### config.mk
export PLATFORM = sky130hd
export DESIGN_NAME = display_scan_flat
export DESIGN_NICKNAME = d
export VERILOG_FILES = /design/src/rtl/display_scan_pkg.sv /design/src/rtl/display_scan_if.sv /design/src/rtl/display_scan_tick_gen.sv /design/src/rtl/display_scan.sv /design/src/flat_wrapper.sv
export SDC_FILE = /design/constraint.sdc
export NUM_CORES = 1
export LEC_CHECK = 0
export ABC_AREA = 1
export CORE_MARGIN = 2
export CORE_UTILIZATION = 56
export DETAILED_ROUTE_END_ITERATION = 10
export DONT_BUFFER_PORTS = 1
export HOLD_SLACK_MARGIN = 0.03
export PLACE_DENSITY = 0.79
export SETUP_SLACK_MARGIN = 0.05
export SLEW_MARGIN = 20
export SYNTH_ARGS = -nofsm -noshare
export SYNTH_HDL_FRONTEND = slang
export SYNTH_SLANG_ARGS = --single-unit
### constraint.sdc
create_clock -name clk -period 1.83 [get_ports clk]
set_input_delay 0.366 -clock clk [delete_from_list [all_inputs] [get_ports clk]]
set_output_delay 0.366 -clock clk [all_outputs]
set_load 0.1 [all_outputs]
### src/rtl/display_scan_pkg.sv
// Shared constants for the counter seven-segment display instances.
// Holds the digit width, the anode polarity and the default scan timing.
package display_scan_pkg;

    localparam int DIGIT_W = 4;

    typedef logic [DIGIT_W-1:0] digit_t;

    localparam logic ANODE_OFF = 1'b1;
    localparam logic ANODE_ON  = 1'b0;

    localparam int DEF_TICK_DIV     = 50000;
    localparam int DEF_BLANK_CYCLES = 16;

endpackage

### src/rtl/display_scan_if.sv
// Display scan bus: the value to show, load and blanking controls in; the anode select and digit value out.
// The master drives the value side and the slave (the scan controller) drives the display side.
interface display_scan_if
    import display_scan_pkg::*;
#(
    parameter int N_DIGITS = 4
) ();

    logic [DIGIT_W*N_DIGITS-1:0] value;
    logic                        load;
    logic                        lz_blank;
    digit_t                      dig_val;
    logic [N_DIGITS-1:0]         an;
    logic                        slot_start;

    modport master (
        output value, load, lz_blank,
        input  dig_val, an, slot_start
    );

    modport slave (
        input  value, load, lz_blank,
        output dig_val, an, slot_start
    );

endinterface

### src/rtl/display_scan_tick_gen.sv
// Slot prescaler: counts 0..TICK_DIV-1 and flags the wrap cycle, the first cycle and the blank window.
// All flags decode the registered count, so they are valid in the same cycle as the count; there is no backpressure.
module display_scan_tick_gen
    import display_scan_pkg::*;
#(
    parameter int TICK_DIV     = DEF_TICK_DIV,
    parameter int BLANK_CYCLES = DEF_BLANK_CYCLES
) (
    input  logic clk,
    input  logic rst,
    output logic wrap_o,
    output logic first_o,
    output logic in_blank_o
);

    localparam int PRESC_W = $clog2(TICK_DIV);

    logic [PRESC_W-1:0] presc_q;
    logic [PRESC_W-1:0] presc_d;

    always_comb begin
        wrap_o     = (presc_q == PRESC_W'(TICK_DIV - 1));
        first_o    = (presc_q == '0);
        in_blank_o = (presc_q < PRESC_W'(BLANK_CYCLES));
        presc_d    = wrap_o ? '0 : presc_q + PRESC_W'(1);
    end

    always_ff @(posedge clk or posedge rst) begin
        if (rst) begin
            presc_q <= '0;
        end else begin
            presc_q <= presc_d;
        end
    end

endmodule

### src/rtl/display_scan.sv
// Multiplexed seven-segment scan controller: snapshots a packed hex value and walks a one-hot-low anode across the digits.
// All outputs are registered one cycle behind the scan state; there is no backpressure, and a load is always accepted.
module display_scan
    import display_scan_pkg::*;
#(
    parameter int N_DIGITS     = 4,
    parameter int TICK_DIV     = DEF_TICK_DIV,
    parameter int BLANK_CYCLES = DEF_BLANK_CYCLES
) (
    input  logic            clk,
    input  logic            rst,
    display_scan_if.slave   bus
);

    localparam int IDX_W = (N_DIGITS > 1) ? $clog2(N_DIGITS) : 1;
    localparam int VAL_W = DIGIT_W * N_DIGITS;

    logic wrap;
    logic slot_first;
    logic in_blank;

    display_scan_tick_gen #(
        .TICK_DIV     (TICK_DIV),
        .BLANK_CYCLES (BLANK_CYCLES)
    ) u_tick_gen (
        .clk        (clk),
        .rst        (rst),
        .wrap_o     (wrap),
        .first_o    (slot_first),
        .in_blank_o (in_blank)
    );

    logic [VAL_W-1:0]    shadow_q, shadow_d;
    logic [VAL_W-1:0]    active_q, active_d;
    logic                pending_q, pending_d;
    logic [IDX_W-1:0]    index_q, index_d;
    logic [N_DIGITS-1:0] an_q, an_d;
    digit_t              dig_val_q, dig_val_d;
    logic                slot_start_q, slot_start_d;

    logic [N_DIGITS-1:0] lz_dark;
    logic                zero_above;

    // active only moves on a slot boundary, so a digit can never change mid-slot
    always_comb begin
        shadow_d  = shadow_q;
        active_d  = active_q;
        pending_d = pending_q;
        index_d   = index_q;
        if (bus.load) begin
            shadow_d = bus.value;
        end
        if (wrap) begin
            index_d = (index_q == IDX_W'(N_DIGITS - 1)) ? '0 : index_q + IDX_W'(1);
            if (bus.load) begin
                active_d  = bus.value;
                pending_d = 1'b0;
            end else if (pending_q) begin
                active_d  = shadow_q;
                pending_d = 1'b0;
            end
        end else if (bus.load) begin
            pending_d = 1'b1;
        end
    end

    // Digit i is dark when it and every digit above it are zero; digit 0 always shows
    always_comb begin
        lz_dark    = '0;
        zero_above = 1'b1;
        for (int i = N_DIGITS - 1; i >= 1; i--) begin
            zero_above = zero_above & (active_q[DIGIT_W*i +: DIGIT_W] == '0);
            lz_dark[i] = zero_above;
        end
    end

    always_comb begin
        dig_val_d    = '0;
        an_d         = {N_DIGITS{ANODE_OFF}};
        slot_start_d = slot_first;
        for (int i = 0; i < N_DIGITS; i++) begin
            if (index_q == IDX_W'(i)) begin
                dig_val_d = active_q[DIGIT_W*i +: DIGIT_W];
                if (!in_blank && !(bus.lz_blank && lz_dark[i])) begin
                    an_d[i] = ANODE_ON;
                end
            end
        end
    end

    always_ff @(posedge clk or posedge rst) begin
        if (rst) begin
            shadow_q     <= '0;
            active_q     <= '0;
            pending_q    <= 1'b0;
            index_q      <= '0;
            an_q         <= {N_DIGITS{ANODE_OFF}};
            dig_val_q    <= '0;
            slot_start_q <= 1'b0;
        end else begin
            shadow_q     <= shadow_d;
            active_q     <= active_d;
            pending_q    <= pending_d;
            index_q      <= index_d;
            an_q         <= an_d;
            dig_val_q    <= dig_val_d;
            slot_start_q <= slot_start_d;
        end
    end

    assign bus.an         = an_q;
    assign bus.dig_val    = dig_val_q;
    assign bus.slot_start = slot_start_q;

endmodule

### src/flat_wrapper.sv
// flat-port wrapper written by rule: the top's interface ports become plain ports
module display_scan_flat import display_scan_pkg::*;
#(
    parameter int N_DIGITS     = 4,
    parameter int TICK_DIV     = DEF_TICK_DIV,
    parameter int BLANK_CYCLES = DEF_BLANK_CYCLES
)
  (clk, rst, bus_value, bus_load, bus_lz_blank, bus_dig_val, bus_an, bus_slot_start);
  display_scan_if #(.N_DIGITS(N_DIGITS)) bus_i ();
  input  logic clk;
  input  logic rst;
  input wire logic [$bits(bus_i.value)-1:0] bus_value;
  input wire logic [$bits(bus_i.load)-1:0] bus_load;
  input wire logic [$bits(bus_i.lz_blank)-1:0] bus_lz_blank;
  output wire logic [$bits(bus_i.dig_val)-1:0] bus_dig_val;
  output wire logic [$bits(bus_i.an)-1:0] bus_an;
  output wire logic [$bits(bus_i.slot_start)-1:0] bus_slot_start;
  assign bus_i.value = bus_value;
  assign bus_i.load = bus_load;
  assign bus_i.lz_blank = bus_lz_blank;
  assign bus_dig_val = bus_i.dig_val;
  assign bus_an = bus_i.an;
  assign bus_slot_start = bus_i.slot_start;
  display_scan #(.N_DIGITS(N_DIGITS), .TICK_DIV(TICK_DIV), .BLANK_CYCLES(BLANK_CYCLES)) u_core (.clk(clk), .rst(rst), .bus(bus_i));
endmodule
### After elaboration in Yosys (flattened, before gate mapping)

Cells that the tools add are included.

* register bits: 60
* bits of input ports: 20
* output and inout bits: 9
* word-level logic and storage cells: 53

* $add $sub $neg: 2
* order comparisons: 1
* equal/unequal tests: 4
* mux-type cells: 18
* bitwise operators: 2
* reduce and logical (&&, ||, !) cells: 18

Operators with widths (number)
* $mux 16: 3
* $add 16x1->16 const B: 1
* $eq 16x16->1 const B: 1
* $logic_not 16->1: 1
* $lt 16x5->1 const B: 1
* $mux 4: 4
* $logic_not 4->1: 3
* $mux 1: 10
* $logic_and 1x1->1: 6
* $eq 2x2->1 const B: 2
* $logic_not 1->1: 4
* $reduce_bool 2->1: 2
* $add 2x1->2 const B: 1
* $and 1x1->1: 2
* $eq 2x1->1 const B: 1
* $logic_not 2->1: 1
* $mux 2: 1
* $reduce_and 2->1: 1

### Longest topological paths before layout

Gate-level depths: netlist of run 1.

* depth after elaboration: 8
* gate-level depth with buffers: 9
* mapped depth without buffers: 9

### Hierarchy

A second synthesis of run 1 with hierarchy kept.

* cell total of the unflattened synthesis: 359
* area total of the unflattened synthesis: 2905.3 µm²

By module, submodules not included
* display_scan: times used 1, cells each 212, area each 1878.1 µm², seq. area each 1106.1 µm²
* display_scan_tick_gen: times used 1, cells each 147, area each 1027.2 µm², seq. area each 400.4 µm²

### Worst setup path before layout of run 1

OpenSTA, ideal clock, no wires.

* path type: flip-flop to flip-flop
* from: reg u_core.u_tick_gen.presc_q[0]
* to: reg u_core.index_q[1]
* setup time: 0.126 ns
* arrival: 1.250 ns
* required time: 1.704 ns
* slack: 0.454 ns
* stages on the path, launching flop included: 10
* buffers on the path: 0
* period minus slack after synthesis: 1.376 ns
* cell sequence: dfrtp_1 ha_1 nand2_2 inv_2 nand2_4 nor2_1 nand2_1 clkinv_1 nand2_1 o21ai_0

* word-level cells in the longest chain between the ends: 1

RTL lines
* start, declared: RTL line display_scan_tick_gen.sv:18 `logic [PRESC_W-1:0] presc_q;`
* start signal, assigned: RTL line display_scan_tick_gen.sv:32 `presc_q <= presc_d;`
* $eq 16x16->1: RTL line display_scan_tick_gen.sv:22 `wrap_o = (presc_q == PRESC_W'(TICK_DIV - 1));`
* end signal, assigned: RTL line display_scan.sv:104 `index_q <= index_d;`
* end, declared: RTL line display_scan.sv:36 `logic [IDX_W-1:0] index_q, index_d;`

Every way passes these cells.
A chain may end at the register's enable or synchronous reset.

### Final worst setup path of run 1

Same ends and word-level chain as after synthesis.

==> reports/qor.txt, run 1 <==
status = complete, no violations
Synth Area in Compound Gates = 2.43%
FP Rows = 25
most frequent cell after synthesis = nand2_1
drc violations = 0
Netlist cell types = 26
Adder-Cell Fraction of Synth Area = 2.65%
Num CTS Buffers = 9
final worst path period share = 85.8%
number of cells on the critical path = 9
Crit Path Category = flip-flop to flip-flop
cell chain of the critical path = ha_1 -> nand2_2 -> inv_2 -> nand2_4 -> nor2_1 -> nand2_1 -> clkinv_1 -> nand2_1 -> o21ai_0
largest area contributor in the netlist = dfrtp_1
buffer depth of the longest clock path = 2
Layout Nets = 375
IO Count = 29
Worst VDD drop = 0.000524 V
Iter 0 DRT Violations = 140
CP top delay family = simple AND/OR/NAND/NOR gates
register area = 1510 µm²
Final Hold Vio Count = 0
n_diodes = 0
Worst EP arrival = 1780 ps
share of layout cells above drive strength 1 = 11.9%
crit path buf inv count = 2
static leakage power = 1.68 nW
htree depth = 3
drt pass-1 iters = 4
main combinational cell family by area after synthesis = simple AND/OR/NAND/NOR gates
sequential element share of the synthesized area = 53.2%
max-cap violation count = 0
Crit. End Element = flip-flop
routed len/inst = 12.2 µm
most frequent CP cell = nand2_1
top achievable clock speed = 0.637 GHz
Period minus WS final = 1570 ps
yosys warns = 0
worst-path maximum fanout = 9
synth-to-layout area growth = 11.8%
gr usage total = 21.0%
syn_nets = 364
worst skew pair latency = 330 ps
Worst slew margin = 67.7%
RSZ-0062 raised after global routing = no
final worst slack = 259 ps
register bit count reported by yosys = 60
largest cells by area after synthesis = dfrtp_1 (49%), nand2_1 (17%), nor2_1 (4.6%)
CTS tree = yes
area of the multi-input gates = 1170 µm²
Max stage delay on crit path = 410 ps
Avg Cell Area, Syn = 8.38 µm²
Core Area = 4790 µm²
first-pass GRT wire length = 8750 µm
Worst Skew = 9.93 ps
total wire length = 5120 µm
number of global-route vias before repair = 1903
dpl ws = 265 ps
R2R cell count = 9
pwr/cell area = 876 nW/µm²
clk sinks = 60
synth cell count leaders = nand2_1 (129), dfrtp_1 (56), nor2_1 (35), inv_1 (24), nand4_1 (19)
gpl congestion = 0.839
dpl hpwl = 3710 µm
startpoint types = flip-flop
Min-Delay Path Class = input port to flip-flop
number of post-CTS setup repair buffers = 0
Final setup viols = 0
area of the die = 5640 µm²
ys async rst share = 100%
Final Max Slew Viols = 0
initial antenna violation count = 0
CTS root buffer = clkbuf_8
Final ANT Viol Nets = 0
WP data required = 2040 ps
fill count = 401
Post-synth EDFFs = 0
share of the synthesized area in the top cell type = 49.5%
post-synthesis mux area share = 0%
Mapped Area = 2830 µm²
IO buf count = 0
Die Span Y = 75.1 µm
vias per cell = 5.06
Worst-Margin Slew = 486 ps
setup_tns = 0 ps
Hold Crit Depth = 2
DR vias = 2131
Post-Synth Simple-Gate Area = 33.7%
Starting Density = 59.2%
XOR/XNOR share of the synthesized area = 2.47%
top_reg_cell synth = dfrtp_1
Crit-path slowest cell = dfrtp_1
die width = 75.1 µm
clk slew on worst S/H paths = 70 ps
Overflow after GRT = 0
post-synthesis cell count = 338
largest net degree at the start of global routing = 61
## stage by stage
step	cells	area, µm²	hold WS [ps]	util [%]	total power [mW]
floorplan	338	2840	438	-	1.45
global placement	404	2940	339	61.3	1.47
detailed placement	404	2940	344	61.3	1.47
CTS	421	3170	158	66.2	2.81
global route	421	3170	171	66.2	2.88
finish	421	3170	172	66.2	2.77
## path summary, 6_finish.rpt
| check | startpoint | to | slack (ps) |
|---|---|---|---|
| worst min-delay path | bus_load | u_core.shadow_q[1] | 170 |
| min in group asynchronous | rst | u_core.u_tick_gen.presc_q[6] | 580 |
| worst max-delay path | u_core.u_tick_gen.presc_q[0] | u_core.index_q[1] | 260 |
| worst min register to register | u_core.active_q[8] | u_core.active_q[8] | 470 |
| max in group asynchronous | rst | u_core.bus.an[1] | 940 |
| worst max register to register | u_core.u_tick_gen.presc_q[0] | u_core.index_q[1] | 260 |
## cells by family (layout without fill, tap and decap cells)
logic type,after synthesis,after routing
compound gates,13,13
fa+ha+maj,6,6
buf+inv,37,53
flops,60,60
xor+xnor,8,8
simple gates,214,214
## state kept, by name, indices dropped and copies added, names as in the netlist
name and cells:
u_core.bus.dig_val 4, u_core.bus.slot_start 1, u_core.u_tick_gen.presc_q 16, u_core.pending_q 1
u_core.bus.an 4, u_core.active_q 16, u_core.shadow_q 16, u_core.index_q 2
## layer usage
metal | global-route usage [%] | wire length, µm | up-vias
li1 | - | - | 1088
met1 | 31.1 | 2640 | 988
met2 | 28.8 | 2190 | 49
met3 | 5.89 | 235 | 6
met4 | 9.33 | 56 | 0
met5 | 0 | 0 | -
## placed cells by master, fill, tap and decap left out, types with 6 or more instances in the layout
cell | synthesis | routed
a21oi_1 | 6 | 6
buf_4 | 2 | 6
clkbuf_8 | 0 | 11
dfrtp_1 | 56 | 56
ha_1 | 6 | 6
inv_1 | 24 | 23
nand2_1 | 129 | 129
nand3_1 | 16 | 16
nand4_1 | 19 | 19
nor2_1 | 35 | 35
xor2_1 | 8 | 8
## where the power goes
group          total [mW]  switching, mW  leakage (nW)  internal (mW)
clock network        1.32          0.481         0.111          0.844
registers            1.37        0.00801         0.776           1.36
logic              0.0834         0.0606         0.789         0.0228
## timing repair
action / CTS / global route
hold buffers: 1 / 0
endpoints found under the hold margin: 56 / 0
gates resized for setup: 0 / 0
## worst reg2reg max path, cell delays in order (launching register included)
cell      delay (ps)
dfrtp_1          410
ha_1             230
nand2_2           80
inv_2             50
nand2_4           90
nor2_1            60
nand2_1           90
clkinv_1         230
nand2_1          130
o21ai_0           90
## area by class of cell
type	count	share of cell area, %
flip-flops and latches	60	47.6
multi-input cells	241	36.8
clock buffers	14	5.13
inverters	29	3.55
well taps	67	2.65
repair buffers	8	2.37
clock inverters	2	1.90
No activity file was read; power rests on OpenSTA's default activity.
==> inputs of run 2 (changes only) <==
--- a/config.mk
+++ b/config.mk
@@ -6,6 +6,7 @@
 export NUM_CORES = 1
 export LEC_CHECK = 0
 export ABC_AREA = 1
+export CAP_MARGIN = 10
 export CORE_MARGIN = 2
 export CORE_UTILIZATION = 56
 export DETAILED_ROUTE_END_ITERATION = 10
==> results of run 2 <==
The final DEF is identical to that of run 1; final timing and power are the same.
==> inputs of run 3 (changes only) <==
--- a/config.mk
+++ b/config.mk
@@ -8,11 +8,11 @@
 export ABC_AREA = 1
 export CAP_MARGIN = 10
 export CORE_MARGIN = 2
-export CORE_UTILIZATION = 56
+export CORE_UTILIZATION = 45
 export DETAILED_ROUTE_END_ITERATION = 10
 export DONT_BUFFER_PORTS = 1
 export HOLD_SLACK_MARGIN = 0.03
-export PLACE_DENSITY = 0.79
+export PLACE_DENSITY = 0.67
 export SETUP_SLACK_MARGIN = 0.05
 export SLEW_MARGIN = 20
 export SYNTH_ARGS = -nofsm -noshare
==> reports/qor.txt, run 3 (synthesis gave the netlist of run 1 again) <==
Min-Delay Path Class = input port to flip-flop (unchanged)
Worst-Margin Slew = 488 ps (was 486 ps)
Final Power = 2.62 mW (was 2.77 mW)
gr usage total = 17.7% (was 21.0%)
Final Instance Area = 3150 µm² (was 3170 µm²)
vias per cell = 4.98 (was 5.06)
Post-Layout Cell Count = 429 (was 421)
post-CTS resize count = 0 (unchanged)
commonest non-fill, non-tap cell in the layout = nand2_1 (unchanged)
Die Span Y = 83.3 µm (was 75.1 µm)
Final ANT Viol Nets = 0 (unchanged)
Hold Crit Depth = 2 (unchanged)
worst reg-to-reg setup slack = 320 ps (was 260 ps)
register area = 1510 µm² (unchanged)
most frequent cells in the layout = nand2_1 (129), dfrtp_1 (56), nor2_1 (35), inv_1 (23), nand4_1 (19) (unchanged)
hold_sp = bus_load (unchanged)
Overflow after GRT = 0 (unchanged)
Final Max Slew Viols = 0 (unchanged)
htree depth = 3 (unchanged)
DR vias = 2135 (was 2131)
WHS Endpoint = u_core.shadow_q[7] (was u_core.shadow_q[1])
area of the die = 6950 µm² (was 5640 µm²)
Final setup viols = 0 (unchanged)
dpl ws = 317 ps (was 265 ps)
R2R cell count = 9 (unchanged)
Starting Density = 47.3% (was 59.2%)
buffer depth of the longest clock path = 2 (unchanged)
top achievable clock speed = 0.640 GHz (was 0.637 GHz)
Placed Cells = 412 (was 404)
WP data required = 1460 ps (was 2040 ps)
drt pass-1 iters = 4 (unchanged)
Crit. End Element = output pin (was flip-flop)
hold_ws = 166 ps (was 172 ps)
total wire length = 5400 µm (was 5120 µm)
Final Hold Vio Count = 0 (unchanged)
Finished Core Util = 52.5% (was 66.2%)
status = complete, no violations (unchanged)
met2 usage = 22.9% (was 28.8%)
clk slew on worst S/H paths = 80 ps (was 70 ps)
Worst VDD drop = 0.000444 V (was 0.000524 V)
gpl congestion = 0.892 (was 0.839)
share of layout cells above drive strength 1 = 12.4% (was 11.9%)
CTS tree = yes (unchanged)
busiest layer in global routing = met1 (unchanged)
worst-path maximum fanout = 1 (was 9)
static leakage power = 1.66 nW (was 1.68 nW)
fill count = 557 (was 401)
Period minus WS final = 1560 ps (was 1570 ps)
final worst slack = 268 ps (was 259 ps)
routed len/inst = 12.6 µm (was 12.2 µm)
setup_tns = 0 ps (unchanged)
Core Area = 5990 µm² (was 4790 µm²)
number of post-CTS setup repair buffers = 0 (unchanged)
Iter 0 DRT Violations = 147 (was 140)
met3 usage = 4.77% (was 5.89%)
RSZ-0062 raised after global routing = no (unchanged)
Critical R2R Launch = u_core.u_tick_gen.presc_q[0] (unchanged)
dpl hpwl = 3830 µm (was 3710 µm)
IO buf count = 0 (unchanged)
initial antenna violation count = 0 (unchanged)
Crit Path Category = flip-flop to output pin (was flip-flop to flip-flop)
largest net degree at the start of global routing = 61 (unchanged)
clk sinks = 60 (unchanged)
worst skew pair latency = 340 ps (was 330 ps)
Worst EP arrival = 1200 ps (was 1780 ps)
IO Count = 29 (unchanged)
area of the multi-input gates = 1170 µm² (unchanged)
synth-to-layout area growth = 11.1% (was 11.8%)
Worst slew margin = 67.5% (was 67.7%)
CTS root buffer = clkbuf_8 (unchanged)
first-pass GRT wire length = 9670 µm (was 8750 µm)
max-cap violation count = 0 (unchanged)
startpoint types = flip-flop (unchanged)
Layout Nets = 375 (unchanged)
number of global-route vias before repair = 2037 (was 1903)
Worst Skew = 11.8 ps (was 9.93 ps)
top flop regs = u_core.active_q: 16 flops, u_core.shadow_q: 16 flops, u_core.u_tick_gen.presc_q: 16 flops (unchanged)
FP Rows = 28 (was 25)
drc violations = 0 (unchanged)
routing usage on met1 = 26.4% (was 31.1%)
Placed Area = 2950 µm² (was 2940 µm²)
final worst path period share = 85.4% (was 85.8%)
Num CTS Buffers = 9 (unchanged)
n_diodes = 0 (unchanged)
RR Endpoint = u_core.index_q[1] (unchanged)
die width = 83.3 µm (was 75.1 µm)
pwr/cell area = 833 nW/µm² (was 876 nW/µm²)
run 3: cell count changes in the layout (fill, tap and decap cells not counted):
cell	previous run	this run
bufinv_16	2	1
clkbuf_1	3	1
clkbuf_8	11	9
clkinv_2	0	2
clkinvlp_4	1	3
inv_6	0	1
run 3: timing repair:
item | in CTS | in global routing
endpoints found under the hold margin | 56 | 0
setup endpoints to repair | 0 | 0
hold buffers | 1 | 0
run 3: layout make-up:
class,count,area share [%]
Multi-Input combinational cell,241,37.1
Clock buffer,10,4.06
Sequential cell,60,47.9
Inverter,29,3.58
Clock inverter,6,2.03
Tap cell,75,2.98
Timing Repair Buffer,8,2.39
run 3: power breakdown:
part / internal, mW / leakage, nW / total (mW) / switching [mW]
Sequential: 1.36 / 0.776 / 1.37 / 0.00953
Combinational: 0.0228 / 0.789 / 0.0836 / 0.0607
Clock: 0.628 / 0.0927 / 1.17 / 0.542
run 3: worst max path at each step:
stage,endpoint,from,slack (ps),cells after the start
finish,bus_an[1],u_core.bus.an[1],270,0
global route,u_core.u_tick_gen.presc_q[12],u_core.u_tick_gen.presc_q[1],120,8
CTS,bus_an[1],u_core.bus.an[1],250,0
detailed placement,u_core.index_q[1],u_core.u_tick_gen.presc_q[0],320,9
global placement,u_core.index_q[1],u_core.u_tick_gen.presc_q[0],360,9
floorplan,u_core.index_q[1],u_core.u_tick_gen.presc_q[0],450,9
run 3: routing by layer:
layer / up-vias / routed length, µm
met5: - / 0
met4: 0 / 62
met3: 6 / 202
met2: 45 / 2250
met1: 992 / 2880
li1: 1092 / -
